File: config.mk
export PLATFORM = sky130hd
export DESIGN_NAME = multicycle_controller
export DESIGN_NICKNAME = d
export VERILOG_FILES = /design/src/rtl/multicycle_controller.sv
export SDC_FILE = /design/constraint.sdc
export NUM_CORES = 1
export LEC_CHECK = 0
export CAP_MARGIN = 20
export CORE_AREA = 2 2 39 41
export DETAILED_ROUTE_END_ITERATION = 16
export DIE_AREA = 0 0 41 43
export DONT_BUFFER_PORTS = 1
export SLEW_MARGIN = 20
export SYNTH_ARGS = -nofsm -noshare
export SYNTH_HDL_FRONTEND = slang
export SYNTH_SLANG_ARGS = --single-unit
File: constraint.sdc
create_clock -name clk -period 1.6 [get_ports clk]
set_input_delay 0.32 -clock clk [delete_from_list [all_inputs] [get_ports clk]]
set_output_delay 0.32 -clock clk [all_outputs]
set_load 0.005 [all_outputs]
File: src/rtl/multicycle_controller.sv
// Multicycle RISC-V style main controller: ten-state FSM sequencing fetch, decode,
// memory, ALU and branch steps, with a ready handshake on every memory access.
module multicycle_controller (
   input  logic       clk,
   input  logic       rst_n,
   input  logic [6:0] op,
   input  logic [2:0] funct3,
   input  logic       funct7b5,
   input  logic       ZeroF,
   input  logic       SignF,
   input  logic       mem_ready,
   output logic       mem_req,
   output logic       AdrSrc,
   output logic       IRWrite,
   output logic       PCWrite,
   output logic       MemWrite,
   output logic       RegWrite,
   output logic [1:0] ResultSrc,
   output logic [1:0] ALUSrcA,
   output logic [1:0] ALUSrcB,
   output logic [1:0] ImmSrc,
   output logic [2:0] ALUControl,
   output logic [3:0] state,
   output logic       illegal_op
);

   typedef enum logic [3:0] {
      FETCH    = 4'd0,
      DECODE   = 4'd1,
      MEMADR   = 4'd2,
      MEMREAD  = 4'd3,
      MEMWB    = 4'd4,
      MEMWRITE = 4'd5,
      EXECR    = 4'd6,
      EXECI    = 4'd7,
      ALUWB    = 4'd8,
      BRANCH   = 4'd9
   } state_t;

   state_t     cur, nxt;
   logic       req, irw, pcw, mw, rw;
   logic [2:0] alu_op;
   logic       br_take;

   always_ff @(posedge clk or negedge rst_n) begin
      if (!rst_n) cur <= FETCH;
      else        cur <= nxt;
   end

   always_comb begin
      alu_op = funct3;
      if (funct3 == 3'b000) alu_op = (op[5] & funct7b5) ? 3'b010 : 3'b000;
   end

   always_comb begin
      case (funct3)
         3'b000:  br_take = ZeroF;
         3'b001:  br_take = ~ZeroF;
         3'b100:  br_take = SignF;
         default: br_take = 1'b0;
      endcase
   end

   always_comb begin
      case (op)
         7'b0100011: ImmSrc = 2'b01;
         7'b1100011: ImmSrc = 2'b10;
         default:    ImmSrc = 2'b00;
      endcase
   end

   always_comb begin
      nxt        = cur;
      req        = 1'b0;
      irw        = 1'b0;
      pcw        = 1'b0;
      mw         = 1'b0;
      rw         = 1'b0;
      AdrSrc     = 1'b0;
      ResultSrc  = 2'b00;
      ALUSrcA    = 2'b00;
      ALUSrcB    = 2'b00;
      ALUControl = 3'b000;
      illegal_op = 1'b0;
      case (cur)
         FETCH: begin
            req       = 1'b1;
            ALUSrcB   = 2'b10;
            ResultSrc = 2'b10;
            irw       = mem_ready;
            pcw       = mem_ready;
            if (mem_ready) nxt = DECODE;
         end
         DECODE: begin
            ALUSrcA = 2'b01;
            ALUSrcB = 2'b01;
            case (op)
               7'b0000011, 7'b0100011: nxt = MEMADR;
               7'b0110011:             nxt = EXECR;
               7'b0010011:             nxt = EXECI;
               7'b1100011:             nxt = BRANCH;
               default: begin
                  nxt        = FETCH;
                  illegal_op = 1'b1;
               end
            endcase
         end
         MEMADR: begin
            ALUSrcA = 2'b10;
            ALUSrcB = 2'b01;
            nxt     = op[5] ? MEMWRITE : MEMREAD;
         end
         MEMREAD: begin
            req    = 1'b1;
            AdrSrc = 1'b1;
            if (mem_ready) nxt = MEMWB;
         end
         MEMWB: begin
            ResultSrc = 2'b01;
            rw        = 1'b1;
            nxt       = FETCH;
         end
         MEMWRITE: begin
            req    = 1'b1;
            AdrSrc = 1'b1;
            mw     = 1'b1;
            if (mem_ready) nxt = FETCH;
         end
         EXECR: begin
            ALUSrcA    = 2'b10;
            ALUControl = alu_op;
            nxt        = ALUWB;
         end
         EXECI: begin
            ALUSrcA    = 2'b10;
            ALUSrcB    = 2'b01;
            ALUControl = alu_op;
            nxt        = ALUWB;
         end
         ALUWB: begin
            rw  = 1'b1;
            nxt = FETCH;
         end
         BRANCH: begin
            ALUSrcA    = 2'b10;
            ALUControl = 3'b010;
            pcw        = br_take;
            nxt        = FETCH;
         end
         default: nxt = FETCH;
      endcase
   end

   // Reset is asynchronous, so strobes are gated directly by rst_n rather than waiting on the register.
   assign mem_req  = req & rst_n;
   assign IRWrite  = irw & rst_n;
   assign PCWrite  = pcw & rst_n;
   assign MemWrite = mw & rst_n;
   assign RegWrite = rw & rst_n;
   assign state    = cur;

endmodule

# Word-level counts from Yosys, hierarchy flattened

Index checks and enable logic that the tools add are counted.
W data, S select, Z words.

Equality and inequality tests: 19
Bitwise logic cells: 7
Reduce and logical (&&, ||, !) cells: 11
Mux-type cells: 22

Operators with widths:

| cell                 | count |
|---|---|
| $pmux W4 S6          | 1 |
| $eq A4 B3 Y1 const B | 4 |
| $pmux W2 S2          | 4 |
| $pmux W4 S4          | 1 |
| $eq A7 B6 Y1 const B | 2 |
| $mux W4              | 3 |
| $eq A4 B2 Y1 const B | 2 |
| $eq A4 B4 Y1 const B | 2 |
| $reduce_or A2 Y1     | 4 |
| $eq A7 B2 Y1 const B | 1 |
| $eq A7 B5 Y1 const B | 1 |
| $eq A7 B7 Y1 const B | 1 |
| $mux W1              | 7 |
| $and A1 B1 Y1        | 6 |
| $mux W3              | 2 |
| $ne A2 B2 Y1 const B | 3 |
| $pmux W3 S2          | 1 |
| $reduce_or A3 Y1     | 2 |
| $reduce_or A5 Y1     | 1 |
| $eq A4 B1 Y1 const B | 1 |
| $logic_not A4 Y1     | 1 |
| $reduce_or A4 Y1     | 1 |
| $eq A3 B1 Y1 const B | 1 |
| $eq A3 B3 Y1 const B | 1 |
| other kinds (6)      | 6 |

Output and inout port bits: 22
Logic and storage cells: 60
Register bits after elaboration: 4
Input port bits: 16

# Depth between registers and ports, before layout

Depth after elaboration: 4
Mapped depth: 5
Depth with buffers taken out: 3

# Least setup slack after synthesis

No wires, ideal clock.

Kind: reg2out
Start point: register cur[1], in the netlist state[1]
End point: output port IRWrite
Path slack: -0.072 ns
Data arrival time: 1.352 ns
Stages on the path, launching flop included: 5
Data required time: 1.280 ns
Cell sequence: dfrtp_1 buf_2 nor4_1 nand3_1 inv_1

Cells in the longest elaborated chain, start to end: 3

Ends and longest elaborated chain:

| item                   | line | text |
|---|---|---|
| from (decl)            | 40   | `state_t cur, nxt;` |
| from (signal assigned) | 47   | `else cur <= nxt;` |
| $logic_not A4 Y1       | 85   | `case (cur)` |
| $mux W1                | 85   |  |
| $and A1 B1 Y1          | 156  | `assign IRWrite = irw & rst_n;` |
| to (decl)              | 14   | `output logic IRWrite,` |

Every way passes these cells.

# Worst setup path after layout

Start point: register cur[1], in the netlist state[1]
End point: output port PCWrite

Cells in the longest elaborated chain, start to end: 3

Ends and longest elaborated chain:

| item                                             | line | text |
|---|---|---|
| $eq A4 B4 Y1 or $logic_not A4 Y1 (tied branches) | 85   |  |
| $pmux W1 S2 (*)                                  | 85   |  |
| $and A1 B1 Y1 (*)                                | 157  | `assign PCWrite = pcw & rst_n;` |
| to (decl)                                        | 15   | `output logic PCWrite,` |

Every way passes the cells marked *; elsewhere a longest branch is shown, timed or not.

==> impl_metrics.ini <==
[die]
initial_utilization = 0.410
die_area_um2 = 1760
core.rowCount = 14
ios = 38
die_w_um = 41
die_y_um = 43
core_area_um2 = 1380

[logic_synthesis]
syn_area_per_cell_um2 = 7.87
yosysWarnings = 0
synth-seq-area-share = 0.177
yosys.area.top_type = dfrtp_1
yosysTopAreaCellShare = 0.177
syn-num-nets = 88
synthFlopType = dfrtp_1
netlist_area_um2 = 567
ys_seq_elements = 4
synth_edf_count = 0
ys_types = 37
netlist_instances = 72
async_flop_share = 1.00
synth_area_leaders = dfrtp_1 18%, o21ai_0 5.3%, nor4b_4 4.2%

[worst_setup_path]
start_kind = register
path_max_fanout = 3
required_ns = 1.28
cp_top_family = simple AND/OR/NAND/NOR gates
r2r_slack_ns = 0.04
reg2reg_from = state[1]
endpoint_kind = primary output
cp_num_cells = 2
critical-path-max-stage-delay_ns = 0.56
rr_endpoint = state[2]
cp_num_buf_inv = 0
crit_chain = or4_4, o41ai_4
worstPathArrival_ns = 1.53
worst-r2r-cell-count = 5
crit_type = reg -> out
cpMaxStageDelayCell = or4_4

[sta]
fin_ws_ns = -0.247
hold_viol = 0
worstMarginPinSlew_ns = 0.320
skew_ns = 0.00284
period_minus_slack_ns = 1.85
rsz0062_at_grt = yes
timing.final.crit_share = 1.15
slew_headroom = 0.785
setup_viol = 10
max_freq_mhz = 542
slew_viol_final = 0

[layout]
layout-drive-gt1-share = 0.489
largest_reg_flops = 4
nNetsFinal = 106
multi_input_area_um2 = 527
n_antenna_cell = 0
n_fill_cell = 114
mostFrequentLayoutCell = buf_4
area_delta_synth_final_pct = 60.3
layout_common_cells = 11 x buf_4, 5 x o21ai_0, 4 x buf_6
seq_area_um2 = 101
stdcell_area_um2 = 908
finalNonFillerCells = 104

[outcome]
status = finished, violations left
violations = negative setup slack

[power]
combPwrFrac = 0.405
power_density_nw_per_um2 = 442
netSwitchingFraction = 0.324
peakVddDrop_mv = 0.356
p_seq_frac = 0.274
intPower_w = 0.000271
p_switching_w = 0.000130
p_leak_nw = 0.377
pwr-share-clk = 0.321

[routing]
wire_per_inst_um = 20.0
ant_nets = 0
drtIter0Drc = 11
wl_mm = 2.08
dr.pass1.iters = 4
drcViolationCount = 0
viasPerCell = 6.44
vias = 670

[placed_design]
post-place-cells = 94
io_buffers = 0
placed_area_um2 = 661
hpwlAfterDp_mm = 1.22
gp_congestion = 0.815

[global_route]
grt_pass1_wl_mm = 2.73
grt-ovfl-total = 0
grt_antenna_before_repair = 0
grt_pass1_vias = 609
grt_max_degree = 16
track_usage = 0.232

[hold_path]
holdCritStartpoint = op[6]
hold_depth = 1
worstHoldEndpoint = state[1]
hold_path.class = in -> reg

[flow_run]
max_cap_viol_count = 0

[clock_network]
cts-root-buf = clkbuf_4
clk_latency_ns = 0.24
cts.htree.levels = 1
cts_tree = done
path_clk_slew_ns = 0.04
cts_made_buffers = 3
cts.path.max_buffers = 2
cts_sinks = 4
## cell type report
cell class                      count  share of cell area
Multi-Input combinational cell     58               0.580
Timing Repair Buffer               19               0.245
Sequential cell                     4               0.112
Clock buffer                        3              0.0248
Tap cell                           16              0.0220
Inverter                            4              0.0165
## power groups by stage
| stage | combinational, W | sequential [W] | clock [W] |
|---|---|---|---|
| floorplan | 0.0000844 | 0.000113 | 0 |
| global placement | 0.000119 | 0.000110 | 0 |
| detailed placement | 0.000120 | 0.000110 | 0 |
| CTS | 0.000147 | 0.000109 | 0.000132 |
| global route | 0.000172 | 0.000110 | 0.000134 |
| finish | 0.000162 | 0.000110 | 0.000129 |
## synthesized netlist by cell type (3+ instances only)
library cell and count:
o21ai_0 6, and3_1 3, nor4_1 3, nand2_1 4
nand3_1 4, buf_2 4, nor2_1 3, nor3b_1 3
dfrtp_1 4, nor2b_1 3
## stage by stage
step	setup TNS, ns	hold WS (ns)	util	total power, W	setup WS [ns]
6_report	-1.01	0.191	0.656	0.000401	-0.247
2_1_floorplan	-0.0566	0.0244	-	0.000198	-0.0566
4_1_cts	-0.899	0.190	0.608	0.000388	-0.223
3_5_place_dp	0	0.0245	0.477	0.000230	0.0331
5_1_grt	-1.44	0.200	0.656	0.000417	-0.279
3_3_place_gp	0	0.0245	0.477	0.000229	0.0419
## worst max-delay path by stage
| stage | start | endpoint |
|---|---|---|
| 3_3_place_gp | state[0] | PCWrite |
| 3_5_place_dp | state[0] | PCWrite |
| 5_1_grt | state[0] | PCWrite |
| 4_1_cts | state[0] | PCWrite |
| 2_1_floorplan | state[3] | PCWrite |
| 6_report | state[1] | PCWrite |
## repair_timing
item | 4_1_cts | 5_1_grt
endpoints found under the setup margin | 12 | 16
buffers inserted | 3 | 0
resized for setup | 13 | 14
pin swaps | 2 | 4
gates cloned | 2 | 1
hold endpoints to repair | 4 | 0
hold buffers | 1 | 0
## kinds of logic after synthesis
group | Yosys count | share of synthesized area
AND/OR/NAND/NOR | 38 | 0.461
AO/OA/AOI/OAI | 17 | 0.223
buffers and inverters | 10 | 0.0883
flip-flops | 4 | 0.177
XOR/XNOR | 2 | 0.0309
multiplexers | 1 | 0.0199
## routing by layer
| metal | GRT usage | vias up | share of wire |
|---|---|---|---|
| li1 | - | 307 | - |
| met1 | 0.307 | 319 | 0.40 |
| met2 | 0.341 | 40 | 0.48 |
| met3 | 0.0157 | 4 | 0.090 |
| met4 | 0.160 | 0 | 0.025 |
| met5 | 0 | - | 0 |
(Power assumes the default switching activity.)
